## src/rtl/chimera_eoc_pkg.sv

```systemverilog
// Shared definitions for the Chimera end-of-computation unit:
// register offsets, FSM states and the watchdog exit code.
package chimera_eoc_pkg;

  localparam logic [3:0] EocOffset       = 4'h0;
  localparam logic [3:0] StatusOffset    = 4'h4;
  localparam logic [3:0] WdogLimitOffset = 4'h8;
  localparam logic [3:0] WdogCountOffset = 4'hC;

  localparam logic [30:0] WdogExitCode = 31'h7FFF_FFFF;

  typedef enum logic {
    EocRun,
    EocDone
  } eoc_state_e;

  function automatic logic [31:0] strb_merge(
    input logic [31:0] old_v,
    input logic [31:0] new_v,
    input logic [3:0]  strb
  );
    logic [31:0] res;
    res = old_v;
    for (int i = 0; i < 4; i++) begin
      if (strb[i]) res[i*8 +: 8] = new_v[i*8 +: 8];
    end
    return res;
  endfunction

endpackage

```

## src/rtl/chimera_eoc_wdog.sv

```systemverilog
// Cycle watchdog: programmable limit, saturating counter and a
// one-cycle expiry request while the run is still active.
module chimera_eoc_wdog
  import chimera_eoc_pkg::*;
#(
  parameter logic [31:0] ResetLimit = 32'd0
) (
  input  logic        clk_i,
  input  logic        rst_ni,
  input  logic        run_i,
  input  logic        limit_we_i,
  input  logic [31:0] limit_wdata_i,
  input  logic [3:0]  limit_wstrb_i,
  output logic [31:0] limit_o,
  output logic [31:0] count_o,
  output logic        expire_o
);

  logic [31:0] limit_d, limit_q;
  logic [31:0] count_d, count_q;
  logic [32:0] count_inc;
  logic        armed;

  always_comb begin
    count_inc = {1'b0, count_q} + 33'd1;
    armed     = run_i && (limit_q != '0);
    // A limit write in the same cycle suppresses expiry
    expire_o  = armed && !limit_we_i &&
                (count_inc == {1'b0, limit_q});
    limit_d   = limit_q;
    count_d   = count_q;
    if (limit_we_i) begin
      limit_d = strb_merge(limit_q, limit_wdata_i,
                           limit_wstrb_i);
      count_d = '0;
    end else if (armed && !expire_o && !count_inc[32]) begin
      count_d = count_inc[31:0];
    end
  end

  always_ff @(posedge clk_i) begin
    if (!rst_ni) begin
      limit_q <= ResetLimit;
      count_q <= '0;
    end else begin
      limit_q <= limit_d;
      count_q <= count_d;
    end
  end

  assign limit_o = limit_q;
  assign count_o = count_q;

endmodule

```

## src/rtl/chimera_eoc_unit.sv

```systemverilog
// EOC / exit-code register block with watchdog and cluster tracking.
// Optional: CHIMERA_EOC_CLUSTER_AGG_EN ends the run when all clusters are done.
module chimera_eoc_unit
  import chimera_eoc_pkg::*;
#(
  parameter int unsigned NumClusters    = 5,
  parameter int unsigned DataWidth      = 32,
  parameter logic [31:0] WdogResetLimit = 32'd0
) (
  input  logic                   clk_i,
  input  logic                   rst_ni,
  input  logic                   reg_req_valid_i,
  output logic                   reg_req_ready_o,
  input  logic                   reg_req_write_i,
  input  logic [3:0]             reg_req_addr_i,
  input  logic [DataWidth-1:0]   reg_req_wdata_i,
  input  logic [3:0]             reg_req_wstrb_i,
  output logic                   reg_rsp_valid_o,
  input  logic                   reg_rsp_ready_i,
  output logic [DataWidth-1:0]   reg_rsp_rdata_o,
  output logic                   reg_rsp_error_o,
  input  logic [NumClusters-1:0] cluster_done_i,
  output logic                   eoc_o,
  output logic [30:0]            exit_code_o,
  output logic                   wdog_expired_o
);

  eoc_state_e state_d, state_q;
  logic [30:0] exit_d, exit_q;
  logic        wdog_d, wdog_q;
  logic [NumClusters-1:0] sticky_d, sticky_q;
  logic        rsp_valid_d, rsp_valid_q;
  logic        rsp_error_d, rsp_error_q;
  logic [31:0] rsp_rdata_d, rsp_rdata_q;

  logic        req_hs, eoc_we, sw_eoc, limit_we, expire;
  logic [31:0] limit, count, status;

  assign reg_req_ready_o = !rsp_valid_q;
  assign req_hs = reg_req_valid_i && reg_req_ready_o;
  assign status = {{(30-NumClusters){1'b0}}, sticky_q,
                   wdog_q, (state_q == EocDone)};
  assign sticky_d = sticky_q | cluster_done_i;

  always_comb begin
    rsp_valid_d = rsp_valid_q;
    rsp_rdata_d = rsp_rdata_q;
    rsp_error_d = rsp_error_q;
    eoc_we      = 1'b0;
    limit_we    = 1'b0;
    if (rsp_valid_q && reg_rsp_ready_i) rsp_valid_d = 1'b0;
    if (req_hs) begin
      rsp_valid_d = 1'b1;
      rsp_rdata_d = '0;
      rsp_error_d = 1'b0;
      unique case (1'b1)
        reg_req_addr_i == EocOffset: begin
          if (!reg_req_write_i)
            rsp_rdata_d = {exit_q, (state_q == EocDone)};
          else if (reg_req_wstrb_i != 4'hF)
            rsp_error_d = 1'b1;
          else
            eoc_we = 1'b1;
        end
        reg_req_addr_i == StatusOffset: begin
          if (reg_req_write_i) rsp_error_d = 1'b1;
          else rsp_rdata_d = status;
        end
        reg_req_addr_i == WdogLimitOffset: begin
          if (reg_req_write_i) limit_we = 1'b1;
          else rsp_rdata_d = limit;
        end
        reg_req_addr_i == WdogCountOffset: begin
          if (reg_req_write_i) rsp_error_d = 1'b1;
          else rsp_rdata_d = count;
        end
        default: rsp_error_d = 1'b1;
      endcase
    end
  end

  assign sw_eoc = eoc_we && reg_req_wdata_i[0];

  chimera_eoc_wdog #(
    .ResetLimit(WdogResetLimit)
  ) i_wdog (
    .clk_i        (clk_i),
    .rst_ni       (rst_ni),
    .run_i        (state_q == EocRun),
    .limit_we_i   (limit_we && (state_q == EocRun)),
    .limit_wdata_i(reg_req_wdata_i),
    .limit_wstrb_i(reg_req_wstrb_i),
    .limit_o      (limit),
    .count_o      (count),
    .expire_o     (expire)
  );

  always_comb begin
    state_d = state_q;
    exit_d  = exit_q;
    wdog_d  = wdog_q;
    if (state_q == EocRun) begin
      if (sw_eoc) begin
        state_d = EocDone;
        exit_d  = reg_req_wdata_i[31:1];
      end else if (expire) begin
        state_d = EocDone;
        exit_d  = WdogExitCode;
        wdog_d  = 1'b1;
`ifdef CHIMERA_EOC_CLUSTER_AGG_EN
      end else if (!eoc_we && (&sticky_q)) begin
        state_d = EocDone;
        exit_d  = '0;
`endif
      end
    end
  end

  always_ff @(posedge clk_i) begin
    if (!rst_ni) begin
      state_q     <= EocRun;
      exit_q      <= '0;
      wdog_q      <= 1'b0;
      sticky_q    <= '0;
      rsp_valid_q <= 1'b0;
      rsp_rdata_q <= '0;
      rsp_error_q <= 1'b0;
    end else begin
      state_q     <= state_d;
      exit_q      <= exit_d;
      wdog_q      <= wdog_d;
      sticky_q    <= sticky_d;
      rsp_valid_q <= rsp_valid_d;
      rsp_rdata_q <= rsp_rdata_d;
      rsp_error_q <= rsp_error_d;
    end
  end

  always_comb begin
    eoc_o           = (state_q == EocDone);
    exit_code_o     = exit_q;
    wdog_expired_o  = wdog_q;
    reg_rsp_valid_o = rsp_valid_q;
    reg_rsp_rdata_o = rsp_rdata_q;
    reg_rsp_error_o = rsp_error_q;
  end

endmodule
```

## config.mk

```make
export PLATFORM = sky130hd
export DESIGN_NAME = chimera_eoc_unit
export DESIGN_NICKNAME = d
export VERILOG_FILES = /design/src/rtl/chimera_eoc_pkg.sv /design/src/rtl/chimera_eoc_wdog.sv /design/src/rtl/chimera_eoc_unit.sv
export SDC_FILE = /design/constraint.sdc
export NUM_CORES = 1
export LEC_CHECK = 0
export CORE_UTILIZATION = 55
export CTS_CLUSTER_DIAMETER = 60
export CTS_CLUSTER_SIZE = 12
export DETAILED_ROUTE_END_ITERATION = 10
export PLACE_DENSITY = 0.78
export REMOVE_ABC_BUFFERS = 1
export SLEW_MARGIN = 10
export SYNTH_ARGS = -nofsm -noshare
export SYNTH_HDL_FRONTEND = slang
export SYNTH_SLANG_ARGS = --single-unit
```

## constraint.sdc

```tcl
create_clock -name clk_i -period 3.5 [get_ports clk_i]
set_input_delay 0.525 -clock clk_i [delete_from_list [all_inputs] [get_ports clk_i]]
set_output_delay 0.525 -clock clk_i [all_outputs]
set_load 0.03 [all_outputs]
```

==> results of run 1 <==
## state kept, by name, summed over array words and instances (netlist names)
signal / flops
i_wdog.count_o: 32
i_wdog.limit_o: 32
reg_rsp_rdata_o: 32
exit_code_o: 31
sticky_q: 5
eoc_o: 1
reg_rsp_error_o: 1
reg_rsp_valid_o: 1
wdog_expired_o: 1
## per-layer routing
metal	part of all wire, %	wire length [µm]	vias up	GRT usage (%)
li1	-	-	3528	-
met4	2.4	605	0	11.8
met3	9.4	2410	54	8.22
met1	43	11100	3790	50.2
met2	45	11500	428	54.5
met5	0	0	-	0
## final cells by class
cell class / instances / share of cell area (%)
multi-input cells: 660 / 45.7
flip-flops and latches: 136 / 28.0
repair buffers: 180 / 17.4
clock buffers: 17 / 4.37
well taps: 176 / 2.26
clock inverters: 15 / 1.93
inverters: 8 / 0.309
## worst max path at each step
stage | slack, ps | start | to | depth (start not counted)
2_1_floorplan | -370 | reg_req_addr_i[1] | i_wdog.count_o[31]$_SDFFE_PP0P_ | 9
3_3_place_gp | 240 | reg_req_valid_i | i_wdog.count_o[31]$_SDFFE_PP0P_ | 11
3_5_place_dp | 200 | reg_req_valid_i | i_wdog.count_o[31]$_SDFFE_PP0P_ | 11
4_1_cts | 270 | i_wdog.count_o[1]$_SDFFE_PP0P_ | i_wdog.count_o[31]$_SDFFE_PP0P_ | 12
5_1_grt | 30 | i_wdog.count_o[1]$_SDFFE_PP0P_ | i_wdog.count_o[31]$_SDFFE_PP0P_ | 12
6_report | 210 | i_wdog.count_o[1]$_SDFFE_PP0P_ | i_wdog.count_o[31]$_SDFFE_PP0P_ | 12
## metrics by stage
step	TNS [ps]	setup slack (ps)	instance area [µm²]	hold slack [ps]
3_5_place_dp	0	202	9120	452
5_1_grt	0	28.7	9730	438
6_report	0	206	9730	440
3_3_place_gp	0	243	9120	449
2_1_floorplan	-6040	-371	7200	435
4_1_cts	0	272	9730	425
## Yosys cell counts (all sizes together), types with 17 or more instances
cell | number | area, µm²
o21ai | 56 | 280
or3 | 22 | 138
nor2 | 18 | 70.1
nand4 | 18 | 134
a22oi | 32 | 240
o221a | 31 | 349
nor4 | 17 | 128
nand2 | 100 | 378
a21oi | 41 | 216
nand3 | 58 | 308
a21boi | 34 | 255
mux2i | 31 | 310
dfxtp | 136 | 2720
clkbuf | 46 | 175
xnor2 | 21 | 184
buf | 33 | 220
nor2b | 39 | 244
## report_power, final
| group | switching (mW) | internal (mW) | total (mW) |
|---|---|---|---|
| Sequential | 0.0128 | 1.56 | 1.58 |
| Combinational | 0.165 | 0.139 | 0.304 |
| Clock | 0.767 | 1.14 | 1.91 |
## cells in the final DEF (no fill, tap or decap), types with 12 or more instances in the layout
cell type        netlist  final
o21ai_0               54     53
nand2_1               99     99
clkdlybuf4s50_1        0    115
dfxtp_1              136    136
nand4_1               16     16
or3_1                 22     22
a21oi_1               40     40
mux2i_1               31     31
nor4_1                15     15
a21boi_0              34     34
o221a_1               25     25
nor3_1                12     12
xnor2_1               21     21
nor2_1                17     15
nand3_1               56     56
a22oi_1               32     32
xor2_1                12     12
nor2b_1               39     39
buf_4                  5     58
clkbuf_16              0     17
## worst register-to-register path, cell delays in order, from the launching register on
cell      delay [ps]
dfxtp_1          430
ha_1             230
and3_1           350
buf_4            180
nand4_1          230
mux2i_1          380
a211o_1          170
a211oi_1          40
and4_4           190
a21o_4           230
buf_12           150
or4_1            500
a21oi_1          140
## logic make-up (layout without fill, tap and decap cells)
kind of cell | after synthesis | after routing | share of synthesized area (%)
adders and majority gates | 1 | 1 | 0.165
buffers and inverters | 87 | 220 | 5.60
and+or+nand+nor | 341 | 341 | 25.2
AOI/OAI and AO/OA | 246 | 246 | 23.1
DFF | 136 | 136 | 35.9
muxes | 38 | 38 | 6.01
xor gates and xnor gates | 34 | 34 | 4.12
==> impl_metrics.py, run 1 <==
metrics = {
    "synth": {
        "synth-seq-cells": 136,
        "synth_area_mm2": 0.00759,
        "ys.flop_type": "dfxtp_1",
        "synth_edf_count": 0,
        "synth_cells": 883,
        "ys_warn_count": 0,
        "ys_types": 78,
        "avgSynthCellArea_um2": 8.60,
        "synthArstFlopShare_pct": 0,
        "seq_area_frac_synth_pct": 35.9,
    },
    "clock_network": {
        "post_cts_resize_count": 0,
        "clock_latency_ps": 430,
        "path_clk_slew_ps": 60,
        "cts_root_buf": "clkbuf_16",
        "cts_max_path_buffers": 2,
        "ctsHtreeMaxLevel": 4,
        "cts.sinks": 136,
        "postCtsSetupBuffers": 0,
        "hold_buffers": 0,
        "numCtsBuffers": 17,
        "tritoncts": "built",
    },
    "critical_path": {
        "crit_chain": "ha_1, and3_1, buf_4, nand4_1, mux2i_1, a211o_1, a211oi_1, and4_4, a21o_4, buf_12, or4_1, a21oi_1",
        "cp-end-kind": "flip-flop",
        "r2r_slack_ps": 210,
        "startpoint_type": "flip-flop",
        "critPathSlowestCell": "or4_1",
        "worstSetupPathType": "flip-flop to flip-flop",
        "timing.rr.start": "i_wdog.count_o[1]$_SDFFE_PP0P_",
        "rr_worst_depth": 12,
        "path_max_fanout": 24,
        "cp_slowest_stage_delay_ps": 500,
        "path_buf_inv": 2,
        "worst-endpoint-arrival_ps": 3660,
        "reg2reg_to": "i_wdog.count_o[31]$_SDFFE_PP0P_",
        "required_ps": 3860,
        "crit_family": "simple AND/OR/NAND/NOR gates",
    },
    "power": {
        "p_leak_nw": 3.35,
        "power.total_mw": 3.78,
        "vdd_ir_drop_max_uv": 390,
        "p_per_area_mw_per_mm2": 389,
    },
    "hold_path": {
        "hold_class": "primary input to flip-flop",
        "hold_start": "rst_ni",
        "hold_depth": 2,
        "hold_end": "eoc_o$_SDFF_PN0_",
    },
    "drt": {
        "drc_errors": 0,
        "totalWireLength_um": 25600,
        "drtPass1Iterations": 5,
        "wl_per_cell_um": 21.5,
        "postRouteAntennaNets": 0,
        "first_iter_violations": 752,
        "viasPerCell": 6.54,
        "vias": 7800,
    },
    "placement": {
        "place.gp.congestion": 1.01,
        "io_buffers": 117,
        "place_hpwl_um": 18100,
        "dp_cells": 1160,
    },
    "floorplanning": {
        "die_width_um": 120,
        "dieHeight_um": 120,
        "die-area_mm2": 0.0143,
        "start_util_pct": 56.9,
        "rows": 42,
        "core_area_mm2": 0.0133,
        "io_pins": 118,
    },
    "finish": {
        "final.fill_count": 1044,
        "stdcell_count": 1192,
        "drive_gt1_share_pct": 12.8,
        "area_growth_pct": 28.2,
        "num_antenna_cells": 0,
        "fin_util_pct": 72.9,
        "multi_input_area_mm2": 0.00445,
        "nets": 1054,
        "seq_area_mm2": 0.00272,
    },
    "global_route": {
        "grt_pass1_wl_um": 39800,
        "grt_pass1_vias": 7355,
        "grt_use_total_pct": 35.9,
        "antenna_found_initial": 0,
        "overflow": 0,
        "grt_max_degree": 56,
    },
    "sta": {
        "fin_crit_sh_pct": 94.1,
        "slew_headroom_pct": 57.9,
        "worst_pin_slew_ps": 631,
        "rsz0062_at_grt": "false",
        "fmax_ghz": 0.304,
        "slew_viol_final": 0,
        "fin_worst_skew_ps": 10.2,
        "final_hold_viol_count": 0,
        "finalCriticalPeriod_ps": 3290,
        "finalSetupViolations": 0,
    },
    "job": {
        "cap_violations": 0,
    },
    "outcome": {
        "status": "finished clean",
    },
}
(Power assumes the default switching activity.)
==> inputs of run 2 (changes only) <==
--- a/config.mk
+++ b/config.mk
@@ -5,6 +5,7 @@
 export SDC_FILE = /design/constraint.sdc
 export NUM_CORES = 1
 export LEC_CHECK = 0
+export CAP_MARGIN = 15
 export CORE_UTILIZATION = 55
 export CTS_CLUSTER_DIAMETER = 60
 export CTS_CLUSTER_SIZE = 12
==> results of run 2 <==
Same layout as run 1: the final DEF is identical, and so are final timing and power.
==> inputs of run 3 (changes only) <==
--- a/config.mk
+++ b/config.mk
@@ -5,7 +5,6 @@
 export SDC_FILE = /design/constraint.sdc
 export NUM_CORES = 1
 export LEC_CHECK = 0
-export CAP_MARGIN = 15
 export CORE_UTILIZATION = 55
 export CTS_CLUSTER_DIAMETER = 60
 export CTS_CLUSTER_SIZE = 12
==> results of run 3 <==
Same layout as run 1: the final DEF is identical, and so are final timing and power.
